--- config.mk ---
export PLATFORM = sky130hd
export DESIGN_NAME = if_fetch
export DESIGN_NICKNAME = d
export VERILOG_FILES = /design/src/rtl/if_fetch.sv
export SDC_FILE = /design/constraint.sdc
export NUM_CORES = 1
export LEC_CHECK = 0
export ABC_CLOCK_PERIOD_IN_PS = 4400
export BUFFER_PORTS_ARGS = -buffer_cell sky130_fd_sc_hd__buf_4
export CORE_ASPECT_RATIO = 0.9
export CORE_MARGIN = 4
export CORE_UTILIZATION = 56
export CTS_CLUSTER_SIZE = 10
export DETAILED_ROUTE_END_ITERATION = 7
export GPL_ROUTABILITY_DRIVEN = 0
export PLACE_DENSITY = 0.85
export REMOVE_ABC_BUFFERS = 1
export SYNTH_ARGS = -nofsm -noshare
export SYNTH_HDL_FRONTEND = slang
export SYNTH_SLANG_ARGS = --single-unit
--- constraint.sdc ---
create_clock -name clk -period 4.4 [get_ports clk]
set_input_delay 1.32 -clock clk [delete_from_list [all_inputs] [get_ports clk]]
set_output_delay 1.32 -clock clk [all_outputs]
set_load 0.02 [all_outputs]
--- src/rtl/if_fetch.sv ---
// Instruction-fetch stage: assembles a 32-bit little-endian instruction from
// four byte transfers on the unified memory port and hands it to IF/ID.
module if_fetch #(
    parameter logic [31:0] NOP_INST       = 32'h00000013,
    parameter int          BYTES_PER_INST = 4
) (
    input  logic        clk,
    input  logic        rst,
    input  logic [31:0] pc_i,
    input  logic        stall_i,
    input  logic        flush_i,
    input  logic        mem_ready_i,
    input  logic [7:0]  mem_rdata_i,
    output logic        mem_req_o,
    output logic [31:0] mem_addr_o,
    output logic [31:0] inst_o,
    output logic [31:0] inst_pc_o,
    output logic        inst_valid_o,
    output logic        stallreq_o
);

    localparam logic [1:0] IDLE  = 2'd0;
    localparam logic [1:0] FETCH = 2'd1;
    localparam logic [1:0] DONE  = 2'd2;

    localparam logic [1:0] LAST_IDX = 2'(BYTES_PER_INST - 1);

    logic [1:0]  state;
    logic [1:0]  byte_idx;
    logic [31:0] fetch_pc;
    logic [23:0] buffer;
    logic [31:0] inst_q;
    logic [31:0] inst_pc_q;
    logic        inst_valid_q;

    logic last_accept;

    assign last_accept  = (state == FETCH) && (byte_idx == LAST_IDX) && mem_ready_i;
    assign mem_req_o    = (state == FETCH);
    assign mem_addr_o   = fetch_pc + {30'd0, byte_idx};
    // Releasing the stall on the final accept lets the PC advance in the same cycle.
    assign stallreq_o   = (state == FETCH) && !last_accept;
    assign inst_o       = inst_q;
    assign inst_pc_o    = inst_pc_q;
    assign inst_valid_o = inst_valid_q;

    always_ff @(posedge clk) begin
        if (rst) begin
            state        <= IDLE;
            byte_idx     <= 2'd0;
            fetch_pc     <= 32'd0;
            buffer       <= 24'd0;
            inst_q       <= NOP_INST;
            inst_pc_q    <= 32'd0;
            inst_valid_q <= 1'b0;
        end else if (flush_i) begin
            state        <= IDLE;
            byte_idx     <= 2'd0;
            inst_q       <= NOP_INST;
            inst_valid_q <= 1'b0;
        end else begin
            case (state)
                IDLE: begin
                    fetch_pc <= pc_i;
                    byte_idx <= 2'd0;
                    state    <= FETCH;
                end
                FETCH: begin
                    if (mem_ready_i) begin
                        if (byte_idx == LAST_IDX) begin
                            inst_q       <= {mem_rdata_i, buffer};
                            inst_pc_q    <= fetch_pc;
                            inst_valid_q <= 1'b1;
                            byte_idx     <= 2'd0;
                            state        <= DONE;
                        end else begin
                            case (byte_idx)
                                2'd0:    buffer[7:0]   <= mem_rdata_i;
                                2'd1:    buffer[15:8]  <= mem_rdata_i;
                                default: buffer[23:16] <= mem_rdata_i;
                            endcase
                            byte_idx <= byte_idx + 2'd1;
                        end
                    end
                end
                DONE: begin
                    // The instruction is consumed on this edge; chain straight into the next fetch.
                    if (!stall_i) begin
                        fetch_pc     <= pc_i;
                        byte_idx     <= 2'd0;
                        inst_q       <= NOP_INST;
                        inst_valid_q <= 1'b0;
                        state        <= FETCH;
                    end
                end
                default: begin
                    state    <= IDLE;
                    byte_idx <= 2'd0;
                end
            endcase
        end
    end

endmodule
==> metrics.txt, run 1 <==
outcome=finished clean; register share of total power=0.440; cts-stage hold buffer count=0; slowest CP cell=fa_1; RSZ-0062 raised after global routing=false; Routed Antenna Nets=0; hold depth=2; worst vdd ir=425 uV; Synth area leader=dfxtp_1; Initial Util=0.571; biggest cell delay along the critical path=0.41 ns; antenna violations before repair=0; Port Buffers=143; die span in x=109 um; setup TNS=0 ns; Die H=99.3 um; gr usage total=0.257; fin util=0.755; share of layout cells above drive strength 1=0.252; Lkg Pwr=2.92 nW; first-pass GRT wire length=22.4 mm; # resized after CTS=0; worst hold path class=reg -> reg; P per Cell Area=391 nW/um^2; hold endpoint=inst_o[2]; Vias=4885; post-synth top area share=0.482; Hold Vio Cnt, Final=0; fin worst setup slack=0.237 ns; hold path start=buffer[2]; core area=9080 um^2; Placed Area=6280 um^2; Num CTS Buffers=17; reg-to-reg endpoint=inst_pc_o[16]; CTS tree=yes; fin crit share=0.946; NetSw=0.000611 W; commonest non-fill, non-tap cells in the layout=nand2_1, buf_4, dfxtp_1, a21oi_1, nor2_1; Die ar.=10900 um^2; count of different cell masters after synthesis=39; crit path kind=reg -> out; worst-margin pin slew=1.16 ns; Post-synth EDFFs=0; minimum clock period=4.16 ns; CP dominant cell by count=buf_4; Post-Syn Area=5190 um^2; DP Worst Slack=0.788 ns; diodes inserted=0; clock root buffer=clkbuf_8; worst reg-to-reg setup slack=1.95 ns; DP Wirelength=9.36 mm; DR pass1 iterations=5; WL/cell=15.5 um; Clock Pin Slew Worst Setup and Hold Paths=0.06 ns; Ys Warns=0; Critical Path RT=3.08 ns; Async SR Flop Fraction=0; register area share after synthesis=0.482; Post-Route Skew=0.00789 ns; RR Startpoint=byte_idx[1]; worst path arrival time=2.84 ns; max cap viols=0; FILL cells=645; Gate power share=0.065; Max H-tree Level=4; number of DRC markers in iteration 0=285; clock latency on the worst-skew pair=0.51 ns; setup violators final=0; crit-path leading delay family=simple AND/OR/NAND/NOR gates; flip-flop and latch area=2500 um^2; clock group share of total power=0.495; Slew Viols, Final=0; Worst Setup Start Kind=flip-flop; crit-path cells=ha_1 -> inv_1 -> fa_1 -> nand3b_1 -> nor4_2 -> buf_4 -> nor3b_2 -> xor2_1 -> buf_4; Synth area leaders=dfxtp_1, nand2_1, a21oi_1; vias in the first global route=4724; Critical Path Sink Type=output pin; most common cell after layout, fill and taps aside=nand2_1; syn_area_per_cell=8.15 um^2; fin area=6850 um^2; num rows=33; post-CTS setup buffer count=0; worst-path fanout max=9; largest net degree at the start of global routing=90; I/O pin total=144; max_slew headroom=0.227; CTS max path bufs=2; Max Clock Freq=240 MHz; # clock sinks=125; Reg2Reg Depth=5; Sw Ratio=0.228; Post-Syn Instances=637; area of the multi-input gates=2470 um^2; area grow syn2layout=32.0%; GRT overflow=0; predominant post-synthesis flop cell=dfxtp_1; Layout Nets=810; register bit count reported by yosys=125; Buf/Inv on CP=3; DRC Markers=0; DRT Wirelength=13.9 mm; Internal Dissipation=0.00207 W; Vias/cell=5.48
worst max-delay path by stage:
stage / endpoint / slack [ns] / cells past startpoint / startpoint
6_report: mem_addr_o[28] / 0.24 / 9 / byte_idx[0]
5_1_grt: mem_addr_o[28] / 0.11 / 9 / byte_idx[0]
4_1_cts: mem_addr_o[28] / 0.24 / 9 / byte_idx[0]
3_5_place_dp: mem_addr_o[28] / 0.79 / 9 / byte_idx[0]
3_3_place_gp: mem_addr_o[26] / 0.92 / 9 / byte_idx[0]
2_1_floorplan: inst_pc_o[0] / 0.68 / 4 / mem_ready_i
synthesized netlist by cell type (all sizes together), types with 3 or more instances:
cell	instances
nand4	9
clkbuf	40
buf	6
nor4	3
a21oi	97
nand2	171
or2	3
nand3	34
ha	6
o21ai	4
nor3	9
xnor2	20
inv	11
nor2	41
xor2	10
dfxtp	125
mux2i	25
nand3b	4
flip-flops by register name, indices dropped and copies added, names as in the netlist:
register	flops
inst_pc_o	32
fetch_pc	32
inst_o	32
state	2
inst_valid_o	1
byte_idx	2
buffer	24
metal layers:
layer,part of all wire,vias to the layer above,track usage
met2,0.51,192,0.443
met3,0.061,39,0.0642
li1,-,2347,-
met4,0.029,0,0.0997
met1,0.40,2307,0.305
met5,0,-,0
stage by stage:
stage | cells | power (W) | hold WS [ns]
6_report | 892 | 0.00268 | 0.454
5_1_grt | 892 | 0.00277 | 0.475
4_1_cts | 892 | 0.00270 | 0.455
3_5_place_dp | 861 | 0.00137 | 0.445
3_3_place_gp | 861 | 0.00137 | 0.439
2_1_floorplan | 591 | 0.00128 | 0.432
cell type report:
type,count,share of cell area
clock inverter,11,0.0172
timing repair buffer,148,0.162
clock buffer,20,0.0664
multi-input combinational,455,0.361
sequential,125,0.365
inverter,11,0.00602
tap,122,0.0223
power groups by stage:
| stage | combinational (W) | sequential [W] | clock, W |
|---|---|---|---|
| final | 0.000173 | 0.00118 | 0.00133 |
| after global routing | 0.000187 | 0.00118 | 0.00140 |
| after CTS | 0.000173 | 0.00118 | 0.00134 |
| after detailed placement | 0.000171 | 0.00120 | 0 |
| after global placement | 0.000167 | 0.00120 | 0 |
| after floorplan | 0.0000791 | 0.00120 | 0 |
cells by family after synthesis:
| group | Yosys count | synth area share |
|---|---|---|
| simple gates | 288 | 0.252 |
| xor+xnor | 30 | 0.0506 |
| buf+inv | 57 | 0.0443 |
| compound gates | 105 | 0.104 |
| mux | 25 | 0.0482 |
| fa+ha+maj | 7 | 0.0183 |
| flops | 125 | 0.482 |
worst register-to-register path, stage by stage, from the launching register on:
cell      delay, ns
dfxtp_1        0.41
ha_1           0.27
nand4b_1       0.55
or2_2          0.79
nand2_1        0.20
a21oi_1        0.08
Power figures use the tool's default switching activity.
==> run 2: changes to the inputs <==
GPL_ROUTABILITY_DRIVEN = unset   (was 0)
PLACE_DENSITY = unset   (was 0.85)
PLACE_DENSITY_LB_ADDON = 0.25   (was unset)
RECOVER_POWER = 50   (was unset)
==> run 2 against run 1 <==
Effect of this change:
- the flow now finishes with violations (capacitance limit, slew limit)
- hold slack lost 0.0023 ns
- setup slack gained 0.15 ns
- utilization shrank 1.3 points
- non-clock buffer count is the same
- clock power shrank 5%
- die area is the same
- maximum frequency grew 3.7%
- register-to-register slack lost 0.84 ns
- via count shrank 2.1%
- clock-buffer cell count grew 1
- critical path depth shrank 3
==> metrics.txt, run 2 (synthesis results as in run 1) <==
outcome=complete, but fails checks; failing checks=capacitance limit, slew limit; fin crit share=0.913 (-0.0335); Post-Route Skew=0.00950 ns (+0.00160 ns); gr usage total=0.251 (-0.00568); # clock sinks=125 (unchanged); GRT overflow=0 (unchanged); Critical Path RT=3.08 ns (about the same); P per Cell Area=388 nW/um^2 (-0.78%); Die ar.=10900 um^2 (unchanged); Slew Viols, Final=192 (+192); GP Congestion=0.900; Layout Nets=810 (unchanged); Num CTS Buffers=17 (unchanged); met3 wire len=818 um (-3.5%); DP Wirelength=8.92 mm (-4.7%); Worst Setup Start Kind=flip-flop; vias in the first global route=4717 (-0.15%); clock root buffer=clkbuf_8; dpl cells=861 (unchanged); Hold WS=0.452 ns (-0.00227 ns); I/O pin total=144 (unchanged); area grow syn2layout=29.7%; Worst Setup SP=byte_idx[1]; cts-stage hold buffer count=0 (unchanged); Vias/cell=5.35 (-2.2%); Final Power=0.00261 W (-2.5%); non-filler cells, final=893 (+0.11%); number of DRC markers in iteration 0=254 (-11%); first-pass GRT wire length=21.7 mm (-3.0%); DRC Markers=0 (unchanged); CTS tree=yes; clock latency on the worst-skew pair=0.50 ns (about the same); worst path arrival time=2.70 ns (-0.14 ns); DRT Wirelength=13.3 mm (-3.8%); setup TNS=0 ns (unchanged); NetSw=0.000614 W (+0.54%); register share of total power=0.451 (+0.011); Max Clock Freq=249 MHz (+3.7%); CTS max path bufs=2 (unchanged); Detail Route met2 WL=6.58 mm (-7.6%); most common cell after layout, fill and taps aside=nand2_1; RR Startpoint=byte_idx[1]; clock group share of total power=0.483 (-0.012); Vias=4782 (-2.1%); hold depth=2 (unchanged); post-CTS setup buffer count=0 (unchanged); Clock Pin Slew Worst Setup and Hold Paths=0.05 ns (about the same); Die H=99.3 um (unchanged); Lkg Pwr=2.80 nW (-4.1%); Hold Vio Cnt, Final=0 (unchanged); hold path start=inst_pc_o[2]; Sw Ratio=0.235 (+0.00711); antenna violations before repair=0 (unchanged); setup violators final=0 (unchanged); crit path kind=reg -> out; worst-path fanout max=10 (+1); Reg2Reg Depth=7 (+2); die span in x=109 um (unchanged); worst hold path class=reg -> reg; Metal-1 WL=5.60 mm (+2.0%); core area=9080 um^2 (unchanged); RSZ-0062 raised after global routing=false; top layer in use=met4; Critical Path Sink Type=output pin; WL/cell=14.9 um (-3.9%); worst-margin pin slew=1.85 ns (+0.688 ns); max cap viols=4 (+4); Max H-tree Level=4 (unchanged); Gate power share=0.065 (about the same); Initial Util=0.571 (unchanged); share of layout cells above drive strength 1=0.220 (-0.0315); Routed Antenna Nets=0 (unchanged); max_slew headroom=-0.232 (-0.459); DR pass1 iterations=5 (unchanged); commonest non-fill, non-tap cells in the layout=nand2_1, dfxtp_1, buf_4, a21oi_1, nor2_1; minimum clock period=4.02 ns (-0.147 ns); diodes inserted=0 (unchanged); num rows=33 (unchanged); FILL cells=702 (+8.8%); Port Buffers=143 (unchanged); Internal Dissipation=0.00200 W (-3.4%); # resized after CTS=0 (unchanged); largest net degree at the start of global routing=90 (unchanged); worst vdd ir=258 uV (-39%)
## run 2: critical path, cell delays in order (launching register included)
cell     delay, ns
dfxtp_1       0.35
ha_1          0.29
a21oi_1       0.09
or4_1         0.82
nor3_2        0.25
xor2_1        0.21
buf_4         0.18
## run 2: per-layer routing
metal  vias to the layer above  global-route usage
li1                       2348                   -
met1                      2242               0.304
met2                       163               0.412
met3                        29              0.0740
met4                         0               0.110
met5                         -                   0
## run 2: power groups by stage
stage / registers, W / logic [W] / clock network [W]
floorplan: 0.00120 / 0.0000791 / 0
CTS: 0.00118 / 0.000171 / 0.00128
global route: 0.00118 / 0.000185 / 0.00134
detailed placement: 0.00120 / 0.000170 / 0
finish: 0.00118 / 0.000170 / 0.00126
global placement: 0.00120 / 0.000168 / 0
## run 2: worst paths after layout
| kind | endpoint | slack, ns |
|---|---|---|
| max reg2reg | inst_pc_o[1] | 1.11 |
| min reg2reg | inst_pc_o[2] | 0.45 |
| max | mem_addr_o[27] | 0.38 |
| min | inst_pc_o[2] | 0.45 |
## run 2: cell type report
class | count | area [um^2] | share of cell area
inverters | 11 | 41.3 | 0.00613
clock buffers | 21 | 449 | 0.0667
repair buffers | 148 | 1020 | 0.152
clock inverters | 11 | 93.8 | 0.0139
flip-flops and latches | 125 | 2500 | 0.372
well taps | 122 | 153 | 0.0227
multi-input cells | 455 | 2470 | 0.367
## run 2: per-stage QoR
step / util / area, um^2 / setup WS, ns
floorplan: - / 5000 / 0.680
global placement: 0.691 / 6280 / 0.969
detailed placement: 0.691 / 6280 / 0.913
CTS: 0.751 / 6820 / 0.351
global route: 0.741 / 6740 / 0.118
finish: 0.741 / 6740 / 0.385
==> run 3: changes to the inputs <==
--- a/config.mk
+++ b/config.mk
@@ -10,3 +10,3 @@
 export CORE_ASPECT_RATIO = 0.9
-export CORE_MARGIN = 4
+export CORE_MARGIN = 10
 export CORE_UTILIZATION = 56
@@ -14,2 +14,3 @@
 export DETAILED_ROUTE_END_ITERATION = 7
+export GPL_TIMING_DRIVEN = 1
 export PLACE_DENSITY_LB_ADDON = 0.25
==> constraint.sdc (replaced) <==
create_clock -name clk -period 4.4 [get_ports clk]
set_input_delay 0.88 -clock clk [delete_from_list [all_inputs] [get_ports clk]]
set_output_delay 0.88 -clock clk [all_outputs]
set_load 0.02 [all_outputs]
==> run 3 against run 2 <==
Effect of this change:
- the flow still finishes with violations (capacitance limit, slew limit)
- combinational power rose by 2%
- final cell count did not move
- utilization fell by 1.5 points
- die area rose by 24%
- total power rose by 2.7%
- final area fell by 2.0%
- setup slack got worse by 0.078 ns
- non-clock buffer count fell by 1
- via count rose by 0.79%
- first-iteration DRC count rose by 36%
- clock skew fell by 0.0013 ns
- maximum frequency fell by 1.9%
- largest power group unchanged
==> metrics.txt, run 3 (synthesis results as in run 1) <==
outcome=complete, but fails checks; failing checks=capacitance limit, slew limit; Slew Viols, Final=124 (-35%); DRC Markers=0 (unchanged); Max H-tree Level=4 (unchanged); antenna violations before repair=1 (+1); # resized after CTS=0 (unchanged); die span in x=121 um (+11%); cts-stage hold buffer count=0 (unchanged); clock root buffer=clkbuf_8; area of the multi-input gates=2470 um^2 (unchanged); Clock Pin Slew Worst Setup and Hold Paths=0.06 ns (about the same); DP Wirelength=9.94 mm (+11%); Worst Setup SP=byte_idx[0]; DRT Wirelength=14.4 mm (+7.7%); num rows=33 (unchanged); Layout Nets=809 (-0.12%); vias in the first global route=4771 (+1.1%); worst vdd ir=246 uV (-4.4%); max_slew headroom=-1.56 (-1.33); Port Buffers=143 (unchanged); CTS max path bufs=2 (unchanged); P per Cell Area=407 nW/um^2 (+4.8%); reg-to-reg endpoint=buffer[15]; Worst Setup Start Kind=flip-flop; Die ar.=13500 um^2 (+24%); NetSw=0.000635 W (+3.4%); number of DRC markers in iteration 0=345 (+36%); area grow syn2layout=27.1%; setup TNS=0 ns (unchanged); max cap viols=2 (-2); commonest non-fill, non-tap cells in the layout=nand2_1, dfxtp_1, a21oi_1, buf_4, clkbuf_1; RSZ-0062 raised after global routing=false; fin crit share=0.930 (+0.0177); clock latency on the worst-skew pair=0.51 ns (about the same); worst path arrival time=3.21 ns (+0.51 ns); Die H=111 um (+12%); crit path kind=reg -> out; Max Clock Freq=244 MHz (-1.9%); worst hold path class=reg -> reg; FILL cells=767 (+9.3%); worst-path fanout max=9 (-1); hold path start=buffer[17]; GP Congestion=0.877 (-2.5%); Post-Route Skew=0.00815 ns (-0.00135 ns); # clock sinks=125 (unchanged); Sw Ratio=0.237 (+0.00148); Vias/cell=5.40 (+0.79%); Worst Setup EP=mem_addr_o[28]; largest net degree at the start of global routing=90 (unchanged); non-filler cells, final=893 (unchanged); RR Startpoint=byte_idx[1]; CTS tree=yes; most common cell after layout, fill and taps aside=nand2_1; register share of total power=0.440 (-0.011); setup violators final=0 (unchanged); core area=9080 um^2 (unchanged); WL/cell=16.1 um (+7.7%); Critical Path RT=3.52 ns (+0.44 ns); minimum clock period=4.09 ns (+0.0777 ns); clock group share of total power=0.496 (+0.013); worst-margin pin slew=3.84 ns (+2.00 ns); Gate power share=0.065 (about the same); I/O pin total=144 (unchanged); Initial Util=0.571 (unchanged); flip-flop and latch area=2500 um^2 (unchanged); Hold Vio Cnt, Final=0 (unchanged); worst reg-to-reg setup slack=2.04 ns (+0.93 ns); first-pass GRT wire length=23.4 mm (+7.7%); Reg2Reg Depth=5 (-2); GRT overflow=0 (unchanged); gr usage total=0.208 (-0.0435); Vias=4820 (+0.79%); DR pass1 iterations=5 (unchanged); Routed Antenna Nets=0 (unchanged); share of layout cells above drive strength 1=0.164 (-0.0569); dpl cells=860 (-0.12%); Internal Dissipation=0.00205 W (+2.5%); Num CTS Buffers=17 (unchanged); post-CTS setup buffer count=0 (unchanged); Critical Path Sink Type=output pin; Lkg Pwr=2.62 nW (-6.3%)
run 3: cell count changes in the layout (fill, tap and decap cells not counted):
cell and change:
inv_6 +2, clkinv_4 +2, clkbuf_8 -1, clkbuf_4 -1
clkbuf_1 +43, diode_2 +1, clkinvlp_4 -1, bufinv_16 +1
clkbuf_2 -1, clkinv_2 -2, buf_4 -43
run 3: per-layer routing:
metal | wire length, um | part of all wire | track usage | up-vias
met4 | 363 | 0.025 | 0.0802 | 0
met5 | 0 | 0 | 0 | -
met1 | 5830 | 0.41 | 0.234 | 2282
li1 | - | - | - | 2349
met3 | 1000 | 0.070 | 0.0616 | 28
met2 | 7180 | 0.50 | 0.359 | 161
run 3: through the flow:
step | power (W) | setup slack, ns | area (um^2) | utilization | hold slack [ns]
floorplan | 0.00128 | 1.12 | 5000 | - | 0.432
global placement | 0.00137 | 0.957 | 6270 | 0.691 | 0.441
detailed placement | 0.00138 | 0.842 | 6270 | 0.691 | 0.444
CTS | 0.00269 | 0.330 | 6850 | 0.754 | 0.452
global route | 0.00278 | 0.0948 | 6600 | 0.726 | 0.474
finish | 0.00268 | 0.307 | 6600 | 0.726 | 0.452
run 3: layout make-up:
type                            count  area share
Sequential cell                   125       0.379
Multi-Input combinational cell    455       0.375
Timing Repair Buffer              147       0.129
Clock buffer                       19      0.0654
Tap cell                          122      0.0231
Clock inverter                     13      0.0214
Inverter                           11     0.00626
Antenna cell                        1    0.000379
run 3: how the worst min path moves through the flow:
stage | endpoint | slack (ns) | depth (start not counted)
finish | inst_o[17] | 0.45 | 2
global route | inst_o[5] | 0.47 | 2
CTS | inst_o[17] | 0.45 | 2
detailed placement | inst_o[17] | 0.44 | 2
global placement | inst_o[7] | 0.44 | 2
floorplan | inst_o[10] | 0.43 | 2
run 3: power groups by stage:
stage                     sequential [W]  combinational (W)  clock [W]
after floorplan                  0.00120          0.0000791          0
after global placement           0.00120           0.000169          0
after detailed placement         0.00120           0.000173          0
after CTS                        0.00118           0.000174    0.00134
after global routing             0.00118           0.000188    0.00141
final                            0.00118           0.000174    0.00133
run 3: worst max-delay path: stages, from the launching register on:
cell and delay [ns]:
dfxtp_1 0.39, ha_1 0.19, inv_1 0.05, fa_1 0.42
nand3b_1 0.26, nor4_2 0.73, nor3b_2 0.34, xor2_1 0.16
buf_4 0.16
